--- config.mk ---
export PLATFORM = sky130hd
export DESIGN_NAME = cic_interpolator_flat
export DESIGN_NICKNAME = d
export VERILOG_FILES = /design/src/rtl/cic_pkg.sv /design/src/rtl/cic_interpolator_if.sv /design/src/rtl/cic_comb_stage.sv /design/src/rtl/cic_interpolator.sv /design/src/flat_wrapper.sv
export SDC_FILE = /design/constraint.sdc
export NUM_CORES = 1
export LEC_CHECK = 0
export CORE_MARGIN = 5
export CORE_UTILIZATION = 52
export CTS_BUF_LIST = sky130_fd_sc_hd__clkbuf_4
export CTS_CLUSTER_SIZE = 8
export DETAILED_ROUTE_END_ITERATION = 10
export GPL_ROUTABILITY_DRIVEN = 0
export PLACE_DENSITY = 0.69
export SLEW_MARGIN = 20
export SYNTH_ARGS = -nofsm -noshare
export SYNTH_HDL_FRONTEND = slang
export SYNTH_HIERARCHICAL = 1
export SYNTH_SLANG_ARGS = --single-unit
--- constraint.sdc ---
create_clock -name i_clk -period 8.5 [get_ports i_clk]
set_input_delay 1.7 -clock i_clk [delete_from_list [all_inputs] [get_ports i_clk]]
set_output_delay 1.7 -clock i_clk [all_outputs]
set_load 0.02 [all_outputs]
--- src/rtl/cic_pkg.sv ---
// rtl/cic_pkg.sv - shared CIC defaults, interpolator state type and bit-growth helper
package cic_pkg;

  localparam int CIC_N_STAGES         = 3;
  localparam int CIC_INTERP_RATE      = 4;
  localparam int CIC_COMB_DELAY       = 1;
  localparam int CIC_IN_WIDTH         = 24;
  localparam int CIC_INTEGRATOR_WIDTH = 32;

  typedef enum logic {IDLE, EMIT} cic_interp_state_t;

  // Interpolators lose one factor of R because only one beat in R carries a sample.
  function automatic int cic_bit_growth(input int n, input int r, input int m, input bit decimate);
    int growth;
    growth = n * $clog2(r * m);
    return decimate ? growth : growth - $clog2(r);
  endfunction

endpackage

--- src/rtl/cic_interpolator_if.sv ---
// rtl/cic_interpolator_if.sv - low-rate input and high-rate output valid/ready streams
interface cic_interpolator_if
  import cic_pkg::*;
#(
  parameter int WIDTH = CIC_IN_WIDTH
) ();

  logic signed [WIDTH-1:0] data_in;
  logic                    in_valid;
  logic                    in_ready;
  logic signed [WIDTH-1:0] data_out;
  logic                    out_valid;
  logic                    out_ready;

  modport master (
    output data_in, in_valid, out_ready,
    input  in_ready, data_out, out_valid
  );

  modport slave (
    input  data_in, in_valid, out_ready,
    output in_ready, data_out, out_valid
  );

endinterface

--- src/rtl/cic_comb_stage.sv ---
// rtl/cic_comb_stage.sv - one CIC comb stage y = x - x[n-DELAY], advancing only on en
module cic_comb_stage #(
  parameter int WIDTH = 32,
  parameter int DELAY = 1
) (
  input  logic                    clk,
  input  logic                    rst,
  input  logic                    en,
  input  logic signed [WIDTH-1:0] x,
  output logic signed [WIDTH-1:0] y
);

  logic signed [WIDTH-1:0] dly [DELAY];

  always_ff @(posedge clk) begin
    if (rst) begin
      for (int i = 0; i < DELAY; i++) dly[i] <= '0;
    end else if (en) begin
      dly[0] <= x;
      for (int i = 1; i < DELAY; i++) dly[i] <= dly[i-1];
    end
  end

  assign y = x - dly[DELAY-1];

endmodule

--- src/rtl/cic_interpolator.sv ---
// rtl/cic_interpolator.sv - N-stage CIC interpolator, low-rate combs, high-rate integrators
// Optional CIC_INTERP_SAT_EN: saturating output rescale plus sticky o_sat_flag.
module cic_interpolator
  import cic_pkg::*;
#(
  parameter int N_STAGES         = CIC_N_STAGES,
  parameter int INTERP_RATE      = CIC_INTERP_RATE,
  parameter int COMB_DELAY       = CIC_COMB_DELAY,
  parameter int IN_WIDTH         = CIC_IN_WIDTH,
  parameter int BIT_GROWTH       = cic_bit_growth(N_STAGES, INTERP_RATE, COMB_DELAY, 1'b0),
  parameter int INTEGRATOR_WIDTH = CIC_INTEGRATOR_WIDTH
) (
  input  logic i_clk,
  input  logic rst,
  cic_interpolator_if.slave bus
`ifdef CIC_INTERP_SAT_EN
  ,
  output logic o_sat_flag
`endif
);

  localparam int W       = INTEGRATOR_WIDTH;
  localparam int PHASE_W = $clog2(INTERP_RATE);
  localparam logic [PHASE_W-1:0] LAST_PHASE = PHASE_W'(INTERP_RATE - 1);

  cic_interp_state_t   state_q, state_d;
  logic [PHASE_W-1:0]  phase;
  logic signed [W-1:0] hold;
  logic signed [W-1:0] comb_x [N_STAGES+1];
  logic signed [W-1:0] stuff;
  logic signed [W-1:0] integ_out;
  logic signed [IN_WIDTH-1:0] scaled;
  logic step, accept, emit_step, last_phase, ready_c;

  assign step       = !bus.out_valid || bus.out_ready;
  assign last_phase = (phase == LAST_PHASE);
  assign emit_step  = (state_q == EMIT) && step;
  assign accept     = bus.in_valid && bus.in_ready;
  assign bus.in_ready = ready_c && !rst;

  // The last beat of a burst can pick up the next sample in the same cycle, so
  // in_ready follows out_ready combinationally there.
  always_comb begin
    state_d = state_q;
    ready_c = 1'b0;
    case (state_q)
      IDLE: begin
        ready_c = 1'b1;
        if (bus.in_valid) state_d = EMIT;
      end
      EMIT: begin
        if (last_phase && step) begin
          ready_c = 1'b1;
          if (!bus.in_valid) state_d = IDLE;
        end
      end
      default: state_d = IDLE;
    endcase
  end

  always_ff @(posedge i_clk) begin
    if (rst) state_q <= IDLE;
    else     state_q <= state_d;
  end

  assign comb_x[0] = W'(bus.data_in);

  for (genvar s = 0; s < N_STAGES; s++) begin : g_comb
    cic_comb_stage #(
      .WIDTH (W),
      .DELAY (COMB_DELAY)
    ) u_comb (
      .clk (i_clk),
      .rst (rst),
      .en  (accept),
      .x   (comb_x[s]),
      .y   (comb_x[s+1])
    );
  end

  // Zero-stuffing: only the first beat of each burst injects the held comb output.
  assign stuff = (phase == '0) ? hold : '0;

  for (genvar g = 0; g < N_STAGES; g++) begin : g_integ
    logic signed [W-1:0] acc;
    logic signed [W-1:0] feed;
    if (g == 0) begin : g_first
      assign feed = stuff;
    end else begin : g_next
      assign feed = g_integ[g-1].acc;
    end
    always_ff @(posedge i_clk) begin
      if (rst)            acc <= '0;
      else if (emit_step) acc <= acc + feed;
    end
  end

  assign integ_out = g_integ[N_STAGES-1].acc;

`ifdef CIC_INTERP_SAT_EN
  localparam logic signed [W-1:0] SAT_MAX = {{(W-IN_WIDTH+1){1'b0}}, {(IN_WIDTH-1){1'b1}}};
  localparam logic signed [W-1:0] SAT_MIN = {{(W-IN_WIDTH+1){1'b1}}, {(IN_WIDTH-1){1'b0}}};

  logic signed [W-1:0] shifted;
  logic                clip;

  assign shifted = integ_out >>> BIT_GROWTH;

  always_comb begin
    clip   = 1'b0;
    scaled = shifted[IN_WIDTH-1:0];
    if (shifted > SAT_MAX) begin
      clip   = 1'b1;
      scaled = SAT_MAX[IN_WIDTH-1:0];
    end else if (shifted < SAT_MIN) begin
      clip   = 1'b1;
      scaled = SAT_MIN[IN_WIDTH-1:0];
    end
  end

  always_ff @(posedge i_clk) begin
    if (rst)                    o_sat_flag <= 1'b0;
    else if (emit_step && clip) o_sat_flag <= 1'b1;
  end
`else
  assign scaled = IN_WIDTH'(integ_out >>> BIT_GROWTH);
`endif

  always_ff @(posedge i_clk) begin
    if (rst) begin
      phase         <= '0;
      hold          <= '0;
      bus.data_out  <= '0;
      bus.out_valid <= 1'b0;
    end else begin
      if (accept) hold <= comb_x[N_STAGES];
      if (emit_step) begin
        bus.data_out  <= scaled;
        bus.out_valid <= 1'b1;
        phase         <= last_phase ? '0 : phase + PHASE_W'(1);
      end else if (state_q == IDLE && bus.out_ready) begin
        bus.out_valid <= 1'b0;
      end
    end
  end

endmodule

--- src/flat_wrapper.sv ---
// flat-port wrapper written by rule: the top's interface ports become plain ports
module cic_interpolator_flat import cic_pkg::*;
#(
  parameter int N_STAGES         = CIC_N_STAGES,
  parameter int INTERP_RATE      = CIC_INTERP_RATE,
  parameter int COMB_DELAY       = CIC_COMB_DELAY,
  parameter int IN_WIDTH         = CIC_IN_WIDTH,
  parameter int BIT_GROWTH       = cic_bit_growth(N_STAGES, INTERP_RATE, COMB_DELAY, 1'b0),
  parameter int INTEGRATOR_WIDTH = CIC_INTEGRATOR_WIDTH
)
  (i_clk, rst, bus_data_in, bus_in_valid, bus_out_ready, bus_in_ready, bus_data_out, bus_out_valid);
  cic_interpolator_if #(.WIDTH((24))) bus_i ();
  input  logic i_clk;
  input  logic rst;
  input wire logic [$bits(bus_i.data_in)-1:0] bus_data_in;
  input wire logic [$bits(bus_i.in_valid)-1:0] bus_in_valid;
  input wire logic [$bits(bus_i.out_ready)-1:0] bus_out_ready;
  output wire logic [$bits(bus_i.in_ready)-1:0] bus_in_ready;
  output wire logic [$bits(bus_i.data_out)-1:0] bus_data_out;
  output wire logic [$bits(bus_i.out_valid)-1:0] bus_out_valid;
  assign bus_i.data_in = bus_data_in;
  assign bus_i.in_valid = bus_in_valid;
  assign bus_i.out_ready = bus_out_ready;
  assign bus_in_ready = bus_i.in_ready;
  assign bus_data_out = bus_i.data_out;
  assign bus_out_valid = bus_i.out_valid;
  cic_interpolator #(.N_STAGES(N_STAGES), .INTERP_RATE(INTERP_RATE), .COMB_DELAY(COMB_DELAY), .IN_WIDTH(IN_WIDTH), .BIT_GROWTH(BIT_GROWTH), .INTEGRATOR_WIDTH(INTEGRATOR_WIDTH)) u_core (.i_clk(i_clk), .rst(rst), .bus(bus_i));
endmodule
* Yosys cells after proc, flatten, opt, wreduce, memory -nomap -nowiden
Memories as Yosys holds them, arrays and structs flattened.
Cells that the tools add are included.
** Word-level totals
- Memories :: 3
- Memory bits (writable) :: 96
- Register bits after elaboration :: 156
- Output and inout bits :: 26
** Operators by class
- Equal/unequal tests :: 1
- Multiplexer cells :: 20
- Reduce and logical (&&, ||, !) cells :: 13
- Bitwise gates (word level) :: 1
- $add $sub $neg :: 7
** Memory list
- u_core.g_comb[0].u_comb.dly :: words 1, width 32, rd ports 1, clocked after memory_dff 0, write ports 1, RTL line cic_comb_stage.sv:13 : logic signed [WIDTH-1:0] dly [DELAY];
- u_core.g_comb[1].u_comb.dly :: words 1, width 32, rd ports 1, clocked after memory_dff 0, write ports 1, RTL line cic_comb_stage.sv:13
- u_core.g_comb[2].u_comb.dly :: words 1, width 32, rd ports 1, clocked after memory_dff 0, write ports 1, RTL line cic_comb_stage.sv:13
** Operator list (count)
- $mux 32 :: 4
- $add 32x32->32 :: 3
- $reduce_or 32->1 :: 3
- $sub 32x32->32 :: 2
- $sub 24x32->32 :: 1
- $mux 1 :: 13
- $logic_and 1x1->1 :: 5
- $pmux 1 s2 :: 2
- $add 2x1->2 const B :: 1
- $eq 2x2->1 const B :: 1
- $logic_not 1->1 :: 2
- $logic_not 2->1 :: 1
- $mux 2 :: 1
- $reduce_bool 2->1 :: 1
- $logic_or 1x1->1 :: 1
- $not 1->1 :: 1

* Longest topological paths before layout
- Depth in word-level cells :: 12
- Gate-level depth with buffers :: 28

* Cells and area by module
Netlist, hierarchy kept.
** Modules (own cells, without submodules)
- cic_comb_stage :: cells an instance 348, seq. area each 960.9 um2, instances 3, area each 3024.2 um2
- cic_interpolator :: cells an instance 1170, seq. area each 2802.7 um2, instances 1, area each 8972.4 um2

* Worst setup path after synthesis
No wires, ideal clock.
- Kind :: input to register
- Start point :: input bus_data_in[0]
- End point :: register u_core.hold[24]
- Setup time :: 114 ps
- Buffers on the path :: 0
- Slack :: 2013 ps
- Stages :: 25
- Arrival time :: 6374 ps
- Cells stage by stage :: inv_1 -> ha_1 -> fa_1 -> nor2b_1 -> o2111ai_1 -> a21oi_1 -> o21bai_1 -> a21boi_0 -> o311ai_0 -> ha_1 -> nand2_1 -> nor2_1 -> a221o_1 -> a31oi_1 -> o21ai_1 -> o311ai_1 -> ha_1 -> o21a_1 -> o21a_1 -> a31o_1 -> a2111oi_4 -> nor2_1 -> xor2_1 -> nand2_1 -> nand2_1
** RTL lines
- start, declared :: RTL line flat_wrapper.sv:15 : input wire logic [$bits(bus_i.data_in)-1:0] bus_data_in;
- end signal, assigned :: RTL line cic_interpolator.sv:136 : if (accept) hold <= comb_x[N_STAGES];
- end, declared :: RTL line cic_interpolator.sv:28 : logic signed [W-1:0] hold;

==> results.cfg <==
[routing]
vias_per_cell = 5.464
drt-pass1-iter-count = 4
routed-via-count = 13940
drt_iter0_markers = 470
ant_nets = 0
wirelength_mm = 33.76
remaining_drc_errors = 0
routedWlPerCell_um = 13.24

[clock_tree]
cts-hold-fix-buffers = 0
cts_max_path_buffers = 3
cts_buffers = 60
post_cts_buffers = 0
path_clk_slew_ps = 50
htree_levels = 2
cts.sinks = 224
cts.repair.resized = 0
cts-root-buf = clkbuf_4
insertion_delay_ps = 750
cts_tree = built

[timing]
timing.fmax_ghz = 0.1474
final_hold_viol_count = 0
period_needed_ps = 6783
finalClockSkew_ps = 83.21
whs_ps = 446.8
setup_tns_ps = 0
tightest_slew_ps = 1033
finalMaxSlewViolations = 0
fin_ws_ps = 1717
min_period_over_period = 0.7980
rsz0062_at_grt = no
relSlewSlack = 0.3111
setup_violations = 0

[critical_path]
cp.arrival_ps = 7410
cpPeakStageDelay_ps = 470
required_ps = 9130
path_class = in -> reg
crit_path_end_kind = flop
start_kind = input port
crit_family = compound AO/OA/AOI/OAI gates
cp_slowest_cell = clkdlybuf4s50_1
worst-path-buf-inv = 2
cp_max_fo = 7

[global_route]
grt_pass1_vias = 13560
grt_pass1_wl_mm = 58.87
grt_max_degree = 103
grt-ovfl-total = 0
antenna_found_initial = 1
track_usage = 0.1872

[cells_and_area]
design.final.nets = 2306
utilization = 0.5765
drive_above_1_share = 0.06614
area.growth.synth_to_final_pct = 9.036

[placed_design]
dp_hpwl_mm = 25.06
pre_cts_slack_ps = 994.6
io_buffer_count = 53

[logic_synthesis]
avgSynthCellArea_um2 = 8.101
ys.warnings.count = 6
synth_area_um2 = 16770
synthesis.instances = 2070
syn_nets = 2271

[power]
finalPower_w = 0.004240
ir_drop_v = 0.0001166
p_leak_nw = 8.025
powerDensity_nw_per_um2 = 231.9

[flow_run]
drv_cap = 0

[floorplanning]
initial_core_util = 0.5287
dieWidth_um = 189.6
io_pins = 54
die_h_um = 189.6
die_area_um2 = 35940
fp-row-count = 65
core_region_area_um2 = 31720

[status]
status = completed

[min_path]
hold_path_class = reg -> reg
cells in the final DEF (no fill, tap or decap), drive strengths merged, types with 84 or more instances in the layout:
master,instances
ha,167
nor2,118
and2,116
clkbuf,90
edfxtp,84
nand2,322
o21ai,94
a21oi,229
dfxtp,140
inv,134
registers in the layout, indices dropped and copies added, names as in the netlist:
name and count:
u_core/state_q 1, u_core/phase 2, u_core/bus.out_valid 1, u_core/g_comb.u_comb/dly 84, u_core/hold 28, u_core/g_integ.acc 84, u_core/bus.data_out 24
worst register-to-register path, stage by stage, from the launching register on:
cell and delay (ps):
edfxtp_1 370, ha_1 210, fa_1 410, nor2b_1 180, o2111ai_1 160, a21oi_1 200, o21bai_1 110, a21boi_0 310
o311ai_0 260, ha_1 440, nand2_1 140, nor2_1 90, a221o_1 350, a31oi_1 240, o21ai_1 160, o311ai_1 370
ha_1 360, a21o_1 210, nor2_1 130, nand3_1 80, o21ai_0 400, o21ai_1 160, xnor2_1 140, nand2_1 50
nand2_1 40
per-layer routing:
metal	track usage	share of wire	vias to the layer above
met5	0	0	-
met4	0.07429	0.033	0
met3	0.03138	0.037	84
met2	0.3381	0.48	236
met1	0.2215	0.45	6260
li1	-	-	7359
power by group:
| part | total [W] | internal (W) | switching (W) |
|---|---|---|---|
| clock network | 0.000911 | 0.000477 | 0.000433 |
| logic | 0.00204 | 0.000858 | 0.00119 |
| registers | 0.00129 | 0.00123 | 0.0000553 |
through the flow:
stage               instance area, um2  cells
floorplan                        16770   2070
global placement                 17550   2445
detailed placement               17550   2445
CTS                              18280   2549
global route                     18280   2551
finish                           18280   2551
path summary, 6_finish.rpt:
kind	from	cells after the start	slack, ps	endpoint
worst max register to register	u_core/g_comb[0].u_comb/dly[0][0]	24	2900	u_core/hold[27]
worst max-delay path	bus_data_in[0]	26	1720	u_core/hold[27]
worst min-delay path	u_core/hold[10]	2	450	u_core/hold[10]
worst min register to register	u_core/hold[10]	2	450	u_core/hold[10]
final cells by class:
cell class	count	area (um2)
Antenna cell	2	5.005
Clock buffer	90	675.6
Clock inverter	14	57.56
Fill cell	2974	13430
Inverter	132	495.5
Multi-Input combinational cell	1623	10610
Sequential cell	224	5325
Tap cell	402	503.0
Timing Repair Buffer	64	610.6
Note: power is estimated with default switching activity, not from simulation.
